--- src/rtl/sseg_capture.sv ---
// Seven-segment readback: settles, decodes and frames
// the multiplexed SSeg/an lines into a 4-digit snapshot.
module sseg_capture #(
  parameter int SETTLE     = 4,
  parameter bit ACTIVE_LOW = 1'b1
) (
  input  logic        CLK_50,
  input  logic        rst,
  input  logic [0:6]  SSeg,
  input  logic [3:0]  an,
  output logic [15:0] digits,
  output logic [3:0]  blank,
  output logic        err,
  output logic        frame_valid
);

  localparam int CW = $clog2(SETTLE + 1);
  localparam logic [CW-1:0] LAST = CW'(SETTLE - 1);
  localparam logic [CW-1:0] TOP  = CW'(SETTLE);

  typedef enum logic {
    COLLECT,
    COMMIT
  } state_t;

  state_t state;
  state_t state_d;

  logic [0:6]    seg_d;
  logic [0:6]    seg_q;
  logic [3:0]    an_d;
  logic [3:0]    an_q;
  logic [3:0]    an_m1;
  logic [CW-1:0] cnt;
  logic          stable;
  logic          onehot;
  logic          take;
  logic          commit;
  logic [1:0]    slot;
  logic [3:0]    nib;
  logic          nib_blank;
  logic          nib_err;
  logic [15:0]   sh_dig;
  logic [3:0]    sh_blank;
  logic [3:0]    sh_err;
  logic [3:0]    err_d;
  logic [3:0]    seen;
  logic [3:0]    seen_d;

  assign seg_d = ACTIVE_LOW ? ~SSeg : SSeg;
  assign an_d  = ACTIVE_LOW ? ~an : an;
  assign an_m1 = an_d - 4'd1;

  // Stability is judged on the word about to be
  // registered, so cnt tracks how long in_q has held.
  assign onehot = (an_d != 4'h0)
               && ((an_d & an_m1) == 4'h0);
  assign stable = (seg_d == seg_q) && (an_d == an_q);
  assign take   = stable && onehot && (cnt == LAST);

  always_comb begin
    slot = 2'd0;
    case (an_q)
      4'b0001: slot = 2'd0;
      4'b0010: slot = 2'd1;
      4'b0100: slot = 2'd2;
      4'b1000: slot = 2'd3;
      default: slot = 2'd0;
    endcase
  end

  always_comb begin
    nib       = 4'h0;
    nib_blank = 1'b0;
    nib_err   = 1'b0;
    case (seg_q)
      7'b1111110: nib = 4'h0;
      7'b0110000: nib = 4'h1;
      7'b1101101: nib = 4'h2;
      7'b1111001: nib = 4'h3;
      7'b0110011: nib = 4'h4;
      7'b1011011: nib = 4'h5;
      7'b1011111: nib = 4'h6;
      7'b1110000: nib = 4'h7;
      7'b1111111: nib = 4'h8;
      7'b1111011: nib = 4'h9;
      7'b1110111: nib = 4'hA;
      7'b0011111: nib = 4'hB;
      7'b1001110: nib = 4'hC;
      7'b0111101: nib = 4'hD;
      7'b1001111: nib = 4'hE;
      7'b1000111: nib = 4'hF;
      7'b0000000: nib_blank = 1'b1;
      default:    nib_err = 1'b1;
    endcase
  end

  // A sample in the commit cycle lands in the
  // freshly cleared seen/err set for the next frame.
  always_comb begin
    seen_d = commit ? 4'h0 : seen;
    err_d  = commit ? 4'h0 : sh_err;
    if (take) begin
      seen_d[slot] = 1'b1;
      err_d[slot]  = nib_err;
    end
  end

  always_comb begin
    state_d = state;
    commit  = 1'b0;
    unique case (state)
      COLLECT: begin
        if (seen_d == 4'hF) state_d = COMMIT;
      end
      COMMIT: begin
        commit  = 1'b1;
        state_d = COLLECT;
      end
    endcase
  end

  always_ff @(posedge CLK_50) begin
    if (rst) state <= COLLECT;
    else     state <= state_d;
  end

  always_ff @(posedge CLK_50) begin
    if (rst) begin
      seg_q <= '0;
      an_q  <= '0;
      cnt   <= '0;
    end else begin
      seg_q <= seg_d;
      an_q  <= an_d;
      if (!stable || !onehot) cnt <= '0;
      else if (cnt != TOP)    cnt <= cnt + 1'b1;
    end
  end

  always_ff @(posedge CLK_50) begin
    if (rst) begin
      seen     <= '0;
      sh_err   <= '0;
      sh_dig   <= '0;
      sh_blank <= '0;
    end else begin
      seen   <= seen_d;
      sh_err <= err_d;
      if (take) begin
        sh_dig[{slot, 2'b00} +: 4] <= nib;
        sh_blank[slot]             <= nib_blank;
      end
    end
  end

  always_ff @(posedge CLK_50) begin
    if (rst) begin
      digits      <= '0;
      blank       <= 4'hF;
      err         <= 1'b0;
      frame_valid <= 1'b0;
    end else begin
      frame_valid <= commit;
      if (commit) begin
        digits <= sh_dig;
        blank  <= sh_blank;
        err    <= |sh_err;
      end
    end
  end

endmodule

--- config.mk ---
export PLATFORM = sky130hd
export DESIGN_NAME = sseg_capture
export DESIGN_NICKNAME = d
export VERILOG_FILES = /design/src/rtl/sseg_capture.sv
export SDC_FILE = /design/constraint.sdc
export NUM_CORES = 1
export LEC_CHECK = 0
export ABC_AREA = 1
export CORE_MARGIN = 2
export CORE_UTILIZATION = 55
export DETAILED_ROUTE_END_ITERATION = 12
export PLACE_DENSITY = 0.78
export SETUP_SLACK_MARGIN = 0.15
export SYNTH_ARGS = -nofsm -noshare
export SYNTH_HDL_FRONTEND = slang
export SYNTH_SLANG_ARGS = --single-unit
export TNS_END_PERCENT = 1
--- constraint.sdc ---
create_clock -name CLK_50 -period 4.35 [get_ports CLK_50]
set_clock_uncertainty 0.2 [all_clocks]
set_input_delay 0.6525 -clock CLK_50 [delete_from_list [all_inputs] [get_ports CLK_50]]
set_output_delay 0.6525 -clock CLK_50 [all_outputs]
set_load 0.05 [all_outputs]
* Yosys cells after proc, flatten, opt, wreduce, memory -nomap -nowiden
Index checks and enable logic that the tools add are counted.
** Word-level totals
- Flip-flop bits (word level) :: 65
- Bits of input ports :: 13
- Output and inout port bits :: 22
- Word-level logic and storage cells :: 78
** Cells by class
- $add $sub $neg :: 3
- Magnitude comparators :: 2
- Equal/unequal tests :: 24
- Shift-type cells :: 2
- Muxes and demuxes :: 16
- Bitwise operators :: 5
- Reduce and logical (&&, ||, !) cells :: 14
** Operator list (number)
- $eq 7x7->1 const B :: 12
- $pmux 4 s15 :: 1
- $eq 7x6->1 const B :: 3
- $reduce_or 17->1 :: 1
- $bwmux 16 :: 1
- $mux 4 :: 4
- $shift 4x6->16 const A :: 1
- $shiftx 4x6->16 :: 1
- $bwmux 4 :: 2
- $eq 4x4->1 const B :: 2
- $eq 7x5->1 const B :: 1
- $eq 7x7->1 :: 1
- $logic_not 7->1 :: 1
- $not 7->7 :: 1
- $neg 4->6 :: 1
- $pmux 2 s3 :: 1
- $logic_and 1x1->1 :: 5
- $mux 1 :: 5
- $and 4x4->4 :: 1
- $eq 4x2->1 const B :: 1
- $eq 4x3->1 const B :: 1
- $eq 4x4->1 :: 1
- $logic_not 4->1 :: 1
- $not 4->4 :: 1
- other kinds (15) :: 16

* Longest topological paths before layout
- Depth after elaboration :: 11
- Gate-level depth with buffers :: 13
- Mapped depth without buffers :: 12

* Worst setup path before layout
Ideal clock, no wire load.
- Kind :: reg-to-reg
- Start :: register an_q[3]
- End :: register sh_dig[0]
- Setup time :: 70 ps
- Data arrival time :: 1887 ps
- Data required time :: 4080 ps
- Slack :: 2193 ps
- Cell stages (with the launch flop) :: 11
- Buffers on the path :: 0
- Period minus slack after synthesis :: 2157 ps
- Cells stage by stage :: dfxtp_1 -> inv_1 -> o211ai_1 -> a21oi_1 -> inv_1 -> ha_1 -> inv_1 -> nand2_1 -> inv_1 -> nand3_1 -> a21oi_1
** On the way
- Longest elaborated chain between the ends :: 5
- Elaborated cells between the ends (all ways) :: 12
- Classes of those cells :: add/sub: 1; eq/ne: 4; shift: 2; mux: 2; reduce/logical: 3
** RTL lines
- start, declared :: line 32 : logic [3:0] an_q;
- start signal, assigned :: line 135 : an_q <= an_d;
- $eq 4x4->1 (tied with other cells) :: line 63 : case (an_q)
- $pmux 2 s3 :: line 63
- $neg 4->6 :: line 151 : sh_dig[{slot, 2'b00} +: 4] <= nib;
- $shiftx 4x6->16 / $shift 4x6->16 (equally long branches) :: line 151
- $bwmux 16 :: line 151
- end signal, assigned by index :: line 151
- end, declared :: line 43 : logic [15:0] sh_dig;
Parallel ways exist; a longest one is shown, timed or not.
A chain may end at the register's enable or synchronous reset.

==> results.toml <==
[logic_synthesis]
syn_avg_cell_area_um2 = 6.670
synth_compound_area_share_pct = 10.75
async_flop_share_pct = 0
ys_types = 25
yosysWarnings = 0
syn-num-nets = 500
synth_area_um2 = 3188
netlist_instances = 478
ys_seq_area_share_pct = 40.82
synth_top_cells_by_count = "nand2_1 (152), nor2_1 (83), dfxtp_1 (65), inv_1 (46), a21oi_1 (32)"
synth.most_common_cell = "nand2_1"
synthAdderAreaFrac_pct = 3.532
synthTopCellsByArea = "dfxtp_1 (41%), nand2_1 (18%), nor2_1 (9.8%), inv_1 (5.4%), a21oi_1 (5.0%)"
synth_top_family_by_area = "simple AND/OR/NAND/NOR gates"
synth-simple-area-share_pct = 36.19
synth.top_cell.area_share_pct = 40.82
synth_area_leader_cell = "dfxtp_1"
synth_edf_count = 0
ys_ff_latch = 65
synth_xor_area_share_pct = 0.5495
ys.flop_type = "dfxtp_1"
synth_mux_area_share_pct = 0

[global_routing]
grt_max_degree = 22
busiest_layer = "met2"
met3_usage_pct = 5.056
grt_util_met1_pct = 29.89
grt_antenna_before_repair = 0
grt_pass1_wl_um = 11740
grt.overflow.total = 0
grt_use_total_pct = 23.66
grt_pass1_vias = 2635
met2_usage_pct = 39.08

[power]
power_frac_seq_pct = 51.6
p_leak_nw = 1.734
p_comb_share_pct = 9.1
peakVddDrop_v = 0.0002108
p_switching_uw = 319.0
internal_power_uw = 859.2
swShare_pct = 27.08
p_per_area_nw_per_um2 = 312.4
clockPowerShare_pct = 39.3

[drt]
antenna_left = 0
post_drt_via_cell_ratio = 5.017
dr.pass1.iters = 4
wl_um = 7076
drt_iter0_drc = 116
vias = 2970
wl_per_cell_um = 11.95
drc = 0

[placement]
gp_congestion = 0.9734
place_area_um2 = 3591
hpwl_um = 5296
numPortBuffers = 34

[cts]
hold_buffers = 0
path_clk_slew_ns = 0.07
clk_path_buf_depth = 2
cts_resized = 0
clk_latency_ns = 0.34
cts_root_buffer = "clkbuf_8"
cts_made_buffers = 9
cts_sinks = 65
h-tree-depth = 3
post_cts_buffers = 0
cts_tree = "yes"

[sta]
final.min_clock_period_ns = 2.684
slew_headroom_pct = 17.20
hold_violations = 0
period_share_pct = 61.70
max_freq_ghz = 0.3726
slew_violations = 0
fin_tns_setup_ns = 0
setup_viol = 0
grt_setup_unrepaired = "no"
worst_pin_slew_ns = 1.237

[worst_setup_path]
path_delay_family = "simple AND/OR/NAND/NOR gates"
slowest_stage = "nor2_1"
critPathLaunchType = "input pin"
cp_cell_sequence = "clkdlybuf4s50_1 -> nor2_1 -> a22o_1"
crit_fanout = 21
critPathBufInv = 1
worstRegToRegCells = 10
arrival_ns = 2.75
cp.required_ns = 4.42
max_stage_delay_ns = 1.09
endpoint_kind = "flop"
critPathKind = "in -> reg"
crit_cells = 3

[cells_and_area]
utilization_pct = 68.07
nets = 537
drive_gt1_share_pct = 6.731
syn_to_final_growth_pct = 18.29
fin_area_um2 = 3771
diodes = 0

[min_path]
worstHoldPathCells = 2
holdCritPathClass = "reg -> reg"

[status]
status = "completed"

[floorplanning]
die-area_um2 = 6422
ios = 35
placementRows = 27
start_util_pct = 57.54
die_width_um = 80.14
coreArea_um2 = 5540
dieHeight_um = 80.14

[flow_run]
cap_violations = 0
power groups by stage:
stage	logic (mW)	clock network, mW	registers (mW)
2_1_floorplan	0.0754	0	0.618
3_3_place_gp	0.104	0	0.621
3_5_place_dp	0.106	0	0.621
4_1_cts	0.107	0.474	0.608
5_1_grt	0.122	0.500	0.608
6_report	0.107	0.463	0.608
through the flow:
step | cells | hold slack (ns) | worst slack, ns | power, mW
floorplan | 478 | 0.2227 | 2.193 | 0.6938
global placement | 576 | 0.2333 | 1.373 | 0.7254
detailed placement | 576 | 0.2450 | 1.312 | 0.7272
CTS | 592 | 0.2571 | 1.660 | 1.188
global route | 592 | 0.2780 | 1.419 | 1.231
finish | 592 | 0.2595 | 1.666 | 1.178
flip-flops by register name (all words and copies together) (netlist names), 3 cells and up:
name and count:
sh_dig 16, cnt 3, blank 4, sh_err 4, an_q 4, seen 4, digits 16, seg_q 7
sh_blank 4
final cells by class:
class	instances	area [µm²]
clock buffers	10	137.6
clock inverters	6	42.54
fillers	505	1769
inverters	58	217.7
multi-input cells	345	1627
flip-flops and latches	65	1301
well taps	72	90.09
repair buffers	36	355.3
worst paths after layout:
path                                  from                 endpoint  slack [ns]
setup / recovery                       rst  digits[13]$_SDFFE_PP0P_        1.67
hold / removal    sh_blank[3]$_SDFFE_PP0P_    blank[3]$_SDFFE_PP1P_        0.26
setup reg to reg        an_q[3]$_SDFF_PP0_   sh_dig[1]$_SDFFE_PP0P_        1.74
hold reg to reg   sh_blank[3]$_SDFFE_PP0P_    blank[3]$_SDFFE_PP1P_        0.26
worst reg2reg max path, stage by stage, from the launching register on:
cell      delay, ns
dfxtp_1        0.32
inv_1          0.14
o211ai_1       0.10
a21oi_1        0.56
inv_1          0.22
ha_1           0.42
inv_1          0.16
nand2_1        0.07
inv_1          0.10
nand3_1        0.10
a21oi_1        0.15
cells by family after synthesis:
family          after synthesis
flops                        65
xor+xnor                      2
fa+ha+maj                     9
simple gates                279
buf+inv                      68
compound gates               55
cell usage in the layout, fill, tap and decap left out, types with 3 or more instances in the layout:
| cell type | n |
|---|---|
| dfxtp_1 | 65 |
| clkdlybuf4s50_1 | 34 |
| clkinv_1 | 3 |
| nand2_1 | 152 |
| o21ai_0 | 3 |
| ha_1 | 9 |
| clkbuf_8 | 10 |
| inv_1 | 46 |
| a22o_1 | 16 |
| a21oi_1 | 32 |
| nor2_1 | 83 |
| nand4_1 | 6 |
| nor3_1 | 3 |
| nand3_1 | 26 |
| inv_2 | 9 |
| nand3_2 | 5 |
metal layers:
metal  wire length [µm]  part of all wire, %
met5                  0                    0
met4                 68                 0.96
met3                225                  3.2
met2               3378                   48
met1               3404                   48
No activity file was read; power rests on OpenSTA's default activity.
